$ cat src/rtl/bit_serializer.sv
// bit_serializer: valid/ready word-to-bit serializer; optional even-parity trailer bit under BIT_SERIALIZER_PARITY_EN
`timescale 1ns/1ps
module bit_serializer #(
    parameter int WIDTH     = 8,
    parameter bit MSB_FIRST = 1
) (
    input  logic             clk,
    input  logic             rst,
    input  logic [WIDTH-1:0] s_data,
    input  logic             s_valid,
    output logic             s_ready,
    output logic             dout,
    output logic             dout_valid,
    output logic             busy
);
    localparam int CW = $clog2(WIDTH);
    localparam logic [CW-1:0] LAST = CW'(WIDTH - 1);
    localparam logic [1:0] IDLE  = 2'd0;
    localparam logic [1:0] SHIFT = 2'd1;
`ifdef BIT_SERIALIZER_PARITY_EN
    localparam logic [1:0] PARITY = 2'd2;
    logic par;
`endif
    logic [1:0]       state;
    logic [CW-1:0]    bit_cnt;
    logic [WIDTH-1:0] sreg;
    logic             final_cyc;
    logic             accept;

    function automatic logic head(input logic [WIDTH-1:0] d);
        return MSB_FIRST ? d[WIDTH-1] : d[0];
    endfunction

    function automatic logic [WIDTH-1:0] advance(input logic [WIDTH-1:0] d);
        return MSB_FIRST ? d << 1 : d >> 1;
    endfunction

    // The last cycle of a word is where the next word may be taken without a bubble
`ifdef BIT_SERIALIZER_PARITY_EN
    assign final_cyc = state == PARITY;
`else
    assign final_cyc = state == SHIFT && bit_cnt == LAST;
`endif
    assign s_ready = !rst && (state == IDLE || final_cyc);
    assign accept  = s_valid && s_ready;
    assign busy    = state != IDLE;

    // dout is loaded with the head bit at accept so the first bit appears the cycle after the handshake
    always_ff @(posedge clk or posedge rst) begin
        if (rst) begin
            state      <= IDLE;
            bit_cnt    <= '0;
            sreg       <= '0;
            dout       <= 1'b0;
            dout_valid <= 1'b0;
`ifdef BIT_SERIALIZER_PARITY_EN
            par        <= 1'b0;
`endif
        end else if (accept) begin
            state      <= SHIFT;
            bit_cnt    <= '0;
            sreg       <= advance(s_data);
            dout       <= head(s_data);
            dout_valid <= 1'b1;
`ifdef BIT_SERIALIZER_PARITY_EN
            par        <= ^s_data;
`endif
        end else if (state == SHIFT && bit_cnt != LAST) begin
            bit_cnt <= bit_cnt + CW'(1);
            sreg    <= advance(sreg);
            dout    <= head(sreg);
`ifdef BIT_SERIALIZER_PARITY_EN
        end else if (state == SHIFT) begin
            state <= PARITY;
            dout  <= par;
`endif
        end else begin
            state      <= IDLE;
            bit_cnt    <= '0;
            dout       <= 1'b0;
            dout_valid <= 1'b0;
        end
    end
endmodule

$ cat config.mk
export PLATFORM = sky130hd
export DESIGN_NAME = bit_serializer
export DESIGN_NICKNAME = d
export VERILOG_FILES = /design/src/rtl/bit_serializer.sv
export SDC_FILE = /design/constraint.sdc
export NUM_CORES = 1
export LEC_CHECK = 0
export ABC_AREA = 1
export BUFFER_PORTS_ARGS = -buffer_cell sky130_fd_sc_hd__buf_2
export CAP_MARGIN = 0
export CELL_PAD_IN_SITES_DETAIL_PLACEMENT = 1
export CELL_PAD_IN_SITES_GLOBAL_PLACEMENT = 2
export CORE_MARGIN = 10
export CORE_UTILIZATION = 32
export DETAILED_ROUTE_END_ITERATION = 8
export PLACE_DENSITY_LB_ADDON = 0.1
export SYNTH_ARGS = -nofsm -noshare
export SYNTH_HDL_FRONTEND = slang
export SYNTH_SLANG_ARGS = --single-unit
$ cat constraint.sdc
create_clock -name clk -period 1.54 [get_ports clk]
set_input_delay 0.231 -clock clk [delete_from_list [all_inputs] [get_ports clk]]
set_output_delay 0.231 -clock clk [all_outputs]
set_load 0.1 [all_outputs]
; ---- Yosys cells after proc, flatten, opt, wreduce, memory -nomap -nowiden
; Cells that the tools add are included.
[totals]
regBits = 15
input_bits = 11
out_inout_bits = 4
elab_cells = 29
[classes]
addsub = 1
n_eq_ne = 4
mux = 10
reduce_logical = 9
[ops]
columns = cell, n
row1 = $mux 8, 2
row2 = $mux 3, 2
row3 = $logic_and 1x1->1, 4
row4 = $mux 1, 4
row5 = $mux 2, 2
row6 = $reduce_bool 2->1, 2
row7 = $add 3x1->3 const B, 1
row8 = $eq 3x3->1 const B, 1
row9 = $ne 3x3->1 const B, 1
row10 = $eq 2x1->1 const B, 1
row11 = $logic_not 2->1, 1
row12 = $ne 2x2->1 const B, 1
row13 = $logic_not 1->1, 1
row14 = $logic_or 1x1->1, 1

; ---- Depth between registers and ports, before layout
[logic_depth]
depth_word = 6
mapped_depth = 7
mapped_depth_nobuf = 7

; ---- Least setup slack after synthesis
; No wires, ideal clock.
[synth_timing]
kind = register to register
from = reg, netlist name dout_valid
to = reg sreg[1]
setup_time_ns = 0.070
arrival_ns = 2.111
t_required_ns = 1.470
slack_ns = -0.642
stages_incl_launch_ff = 6
n_path_buf = 0
period_less_slack_ns = 2.182
cell_sequence = dfrtp_1 inv_1 nor2_4 nor2_2 nand3_1 nand2_1
[synth_rtl]
columns = element, line_no
row1 = end signal: assignment, 62  ; sreg <= advance(s_data);
row2 = end signal: assignment, 70  ; sreg <= advance(sreg);
row3 = end: declaration, 26  ; logic [WIDTH-1:0] sreg;

; ---- Final worst setup path
[layout_timing]
from = reg bit_cnt[0]
to = out s_ready
[layout_via]
elab_chain_cells = 4
[layout_rtl]
columns = element, line_no
row1 = start: declaration, 25  ; logic [CW-1:0] bit_cnt;
row2 = start signal: assignment, 69  ; bit_cnt <= bit_cnt + CW'(1);
row3 = $eq 3x3->1, 42  ; assign final_cyc = state == SHIFT && bit_cnt == LAST;
row4 = $logic_and 1x1->1, 42
row5 = $logic_or 1x1->1, 44  ; assign s_ready = !rst && (state == IDLE || final_cyc);
row6 = $logic_and 1x1->1, 44
row7 = end: declaration, 11  ; output logic s_ready,
; No other way between the ends.

==> reports/qor.yml <==
run_status:
  outcome: "finished with violations"
  violations: "negative setup slack"
drt:
  vias: 512
  drc: 0
  final_antenna_net_count: 0
  drt-total-wl_mm: 1.607
  drt_first_pass_iters: 4
  dr.first_iter.drc_count: 24
  wl_per_cell_um: 15.16
  viasPerCell: 4.830
power:
  p_leak_nw: 0.4199
  power.switching_uw: 782.7
  powerDensity_nw_per_um2: 1955
  switching_share: 0.4885
  p_total_mw: 1.602
  internal_power_uw: 819.4
  sequentialPowerShare: 0.320
  peakVddDrop_uv: 1001
  power_frac_clock: 0.161
  comb_power_share: 0.518
synth:
  yosysWarnings: 0
  synth.avg_cell_area_um2: 10.72
  netlist_top_cells_area: "dfrtp_1 45%, nand3_2 11%, o211ai_2 9.4%"
  yosysTopAreaCell: "dfrtp_1"
  synthesis.area_um2: 664.4
  synth.ff_latch_count: 12
  synth_top_cells_by_count: "12 x dfrtp_1, 9 x nand2_1, 7 x nand3_2, 6 x nand4_1, 5 x o211ai_2"
  synthCells: 62
  async_reset_ff_frac: 1.000
  synth_top_area_share: 0.4520
  synth_most_common_cell: "dfrtp_1"
  synth_cell_types: 18
  syn-num-nets: 75
  synth_edf_count: 0
  ys.flop_type: "dfrtp_1"
  yosysSeqAreaShare: 0.4520
clock_tree:
  clk_latency_ns: 0.28
  path_clk_slew_ns: 0.09
  hold_buffers: 0
  numCtsBuffers: 3
  clock_tree.htree_level_count: 1
  cts_tree: "yes"
  clk_path_buf_depth: 2
  cts.sinks: 12
  cts_root_buf: "clkbuf_4"
die:
  die_w_um: 65.57
  rows: 16
  dieHeight_um: 65.57
  core_area_um2: 1962
  pin_count: 15
  initial_core_util: 0.3386
  dieArea_um2: 4299
cells_and_area:
  nets: 93
  fin_cells: 106
  drive_gt1_frac: 0.5443
  fin_util: 0.4177
  multi_input_area_um2: 311.5
  area_delta_synth_final_pct: 23.35
  filler_cell_count: 243
  seqCellArea_um2: 304.0
  antenna_cells: 0
critical_path:
  rr_worst_depth: 8
  cp_max_fo: 2
  cp-start-kind: "flip-flop"
  worstSetupPathType: "reg2out"
  max_stage_delay_ns: 0.39
  cpMostUsedCell: "nor2_4"
  cp_cell_sequence: "ha_2, ha_4, nor2_4, nor2_4, buf_12"
  critPathCaptureType: "output port"
  slowest_stage: "dfrtp_1"
  worstPathArrival_ns: 1.35
  crit_buf_inv: 1
  cp_top_family: "flip-flops"
  crit_required_ns: 1.31
  crit_cells: 5
timing:
  slew_headroom: 0.6740
  max_freq_ghz: 0.6330
  fin_crit_sh: 1.026
  finalHoldViolations: 0
  setup_violations: 1
  fin_skew_ns: 0.008864
  timing.final.ws_setup_ns: -0.03971
  worst_pin_slew_ns: 0.4924
  report.final.slew_viol_count: 0
  rsz0062_at_grt: "true"
  period_minus_slack_ns: 1.580
min_path:
  worstHoldPathType: "in2async"
place:
  port_buffers: 14
  gp_congestion: 0.6301
  placedCellCount: 100
  dp_hpwl_mm: 1.129
global_routing:
  grt_pass1_vias: 544
  antenna_found_initial: 0
  grt_usage: 0.08129
  grt_pass1_wl_mm: 2.615
  overflow: 0
  grt_max_degree: 20
job:
  maxCapViolCount: 0
[flip-flops by register name, indices dropped and copies added, names as in the netlist]
name / cells
dout: 1
dout_valid: 1
sreg: 7
bit_cnt: 3
[cell usage in the layout, fill, tap and decap left out]
cell type  count
buf_12         1
dfrtp_1       11
buf_4          3
nand2_1        9
ha_2           1
nand3_1        2
o211ai_2       5
nand2_4        1
ha_4           1
clkbuf_4       3
clkbuf_8       1
o211ai_1       1
nor2_4         2
inv_1          3
buf_2         13
nand4_1        6
inv_2          4
nand3_2        7
nor2_1         3
o21ai_1        1
dfrtp_4        1
[timing repair]
| action | 4_1_cts | 5_1_grt |
|---|---|---|
| setup buffers | 2 | 0 |
| endpoints found under the setup margin | 1 | 1 |
| resized for setup | 3 | 0 |
| pin swaps | 4 | 0 |
[path summary, 6_finish.rpt]
path	startpoint	to	slack, ns
worst min register to register	bit_cnt[0]	bit_cnt[0]	0.45
min in group clk	s_data[0]	sreg[1]	0.20
max in group asynchronous	rst	dout_valid	1.18
worst min-delay path	rst	sreg[2]	0.04
worst max register to register	bit_cnt[0]	sreg[1]	0.13
worst max-delay path	bit_cnt[0]	s_ready	-0.04
[worst register-to-register path, delay by kind of cell (launching register included)]
| kind | cells | cell delay (ns) |
|---|---|---|
| AND/OR/NAND/NOR | 4 | 0.46 |
| flip-flops | 1 | 0.36 |
| adder cells (fa/ha/maj) | 2 | 0.34 |
| buffers and inverters | 2 | 0.14 |
[cells by family after synthesis]
kind of cell,count (synthesis),share of synthesized area
buffers and inverters,11,0.1092
DFF,12,0.4520
AOI/OAI and AO/OA,7,0.1130
and+or+nand+nor,30,0.2881
adders and majority gates,2,0.03766
[layer usage]
| layer | GRT usage | up-vias | routed length [µm] |
|---|---|---|---|
| li1 | - | 247 | - |
| met1 | 0.1013 | 248 | 779 |
| met2 | 0.1134 | 13 | 719 |
| met3 | 0.02881 | 4 | 78 |
| met4 | 0.05615 | 0 | 30 |
| met5 | 0 | - | 0 |
[metrics by stage]
step	setup TNS [ns]	worst slack, ns	hold slack (ns)	cell area [µm²]
2_1_floorplan	-0.02846	-0.02846	0.2040	673.1
3_3_place_gp	0	0.1577	0.3559	753.2
3_5_place_dp	0	0.1389	0.3539	753.2
4_1_cts	-0.04281	-0.04281	0.04890	819.5
5_1_grt	-0.1092	-0.1092	0.07164	819.5
6_report	-0.03971	-0.03971	0.03754	819.5
[final cells by class]
type                       count  area share
multi-input combinational     39      0.3802
tap                           27     0.04122
sequential                    12      0.3710
inverter                       7     0.03206
timing repair buffer          17      0.1313
clock buffer                   4     0.04427
[power by group through the flow]
stage | logic (mW) | clock network (mW) | registers (mW)
5_1_grt | 0.904 | 0.278 | 0.530
6_report | 0.831 | 0.259 | 0.513
3_3_place_gp | 0.795 | 0 | 0.507
4_1_cts | 0.839 | 0.265 | 0.514
3_5_place_dp | 0.798 | 0 | 0.514
2_1_floorplan | 0.517 | 0 | 0.673
Note: power is estimated with default switching activity, not from simulation.
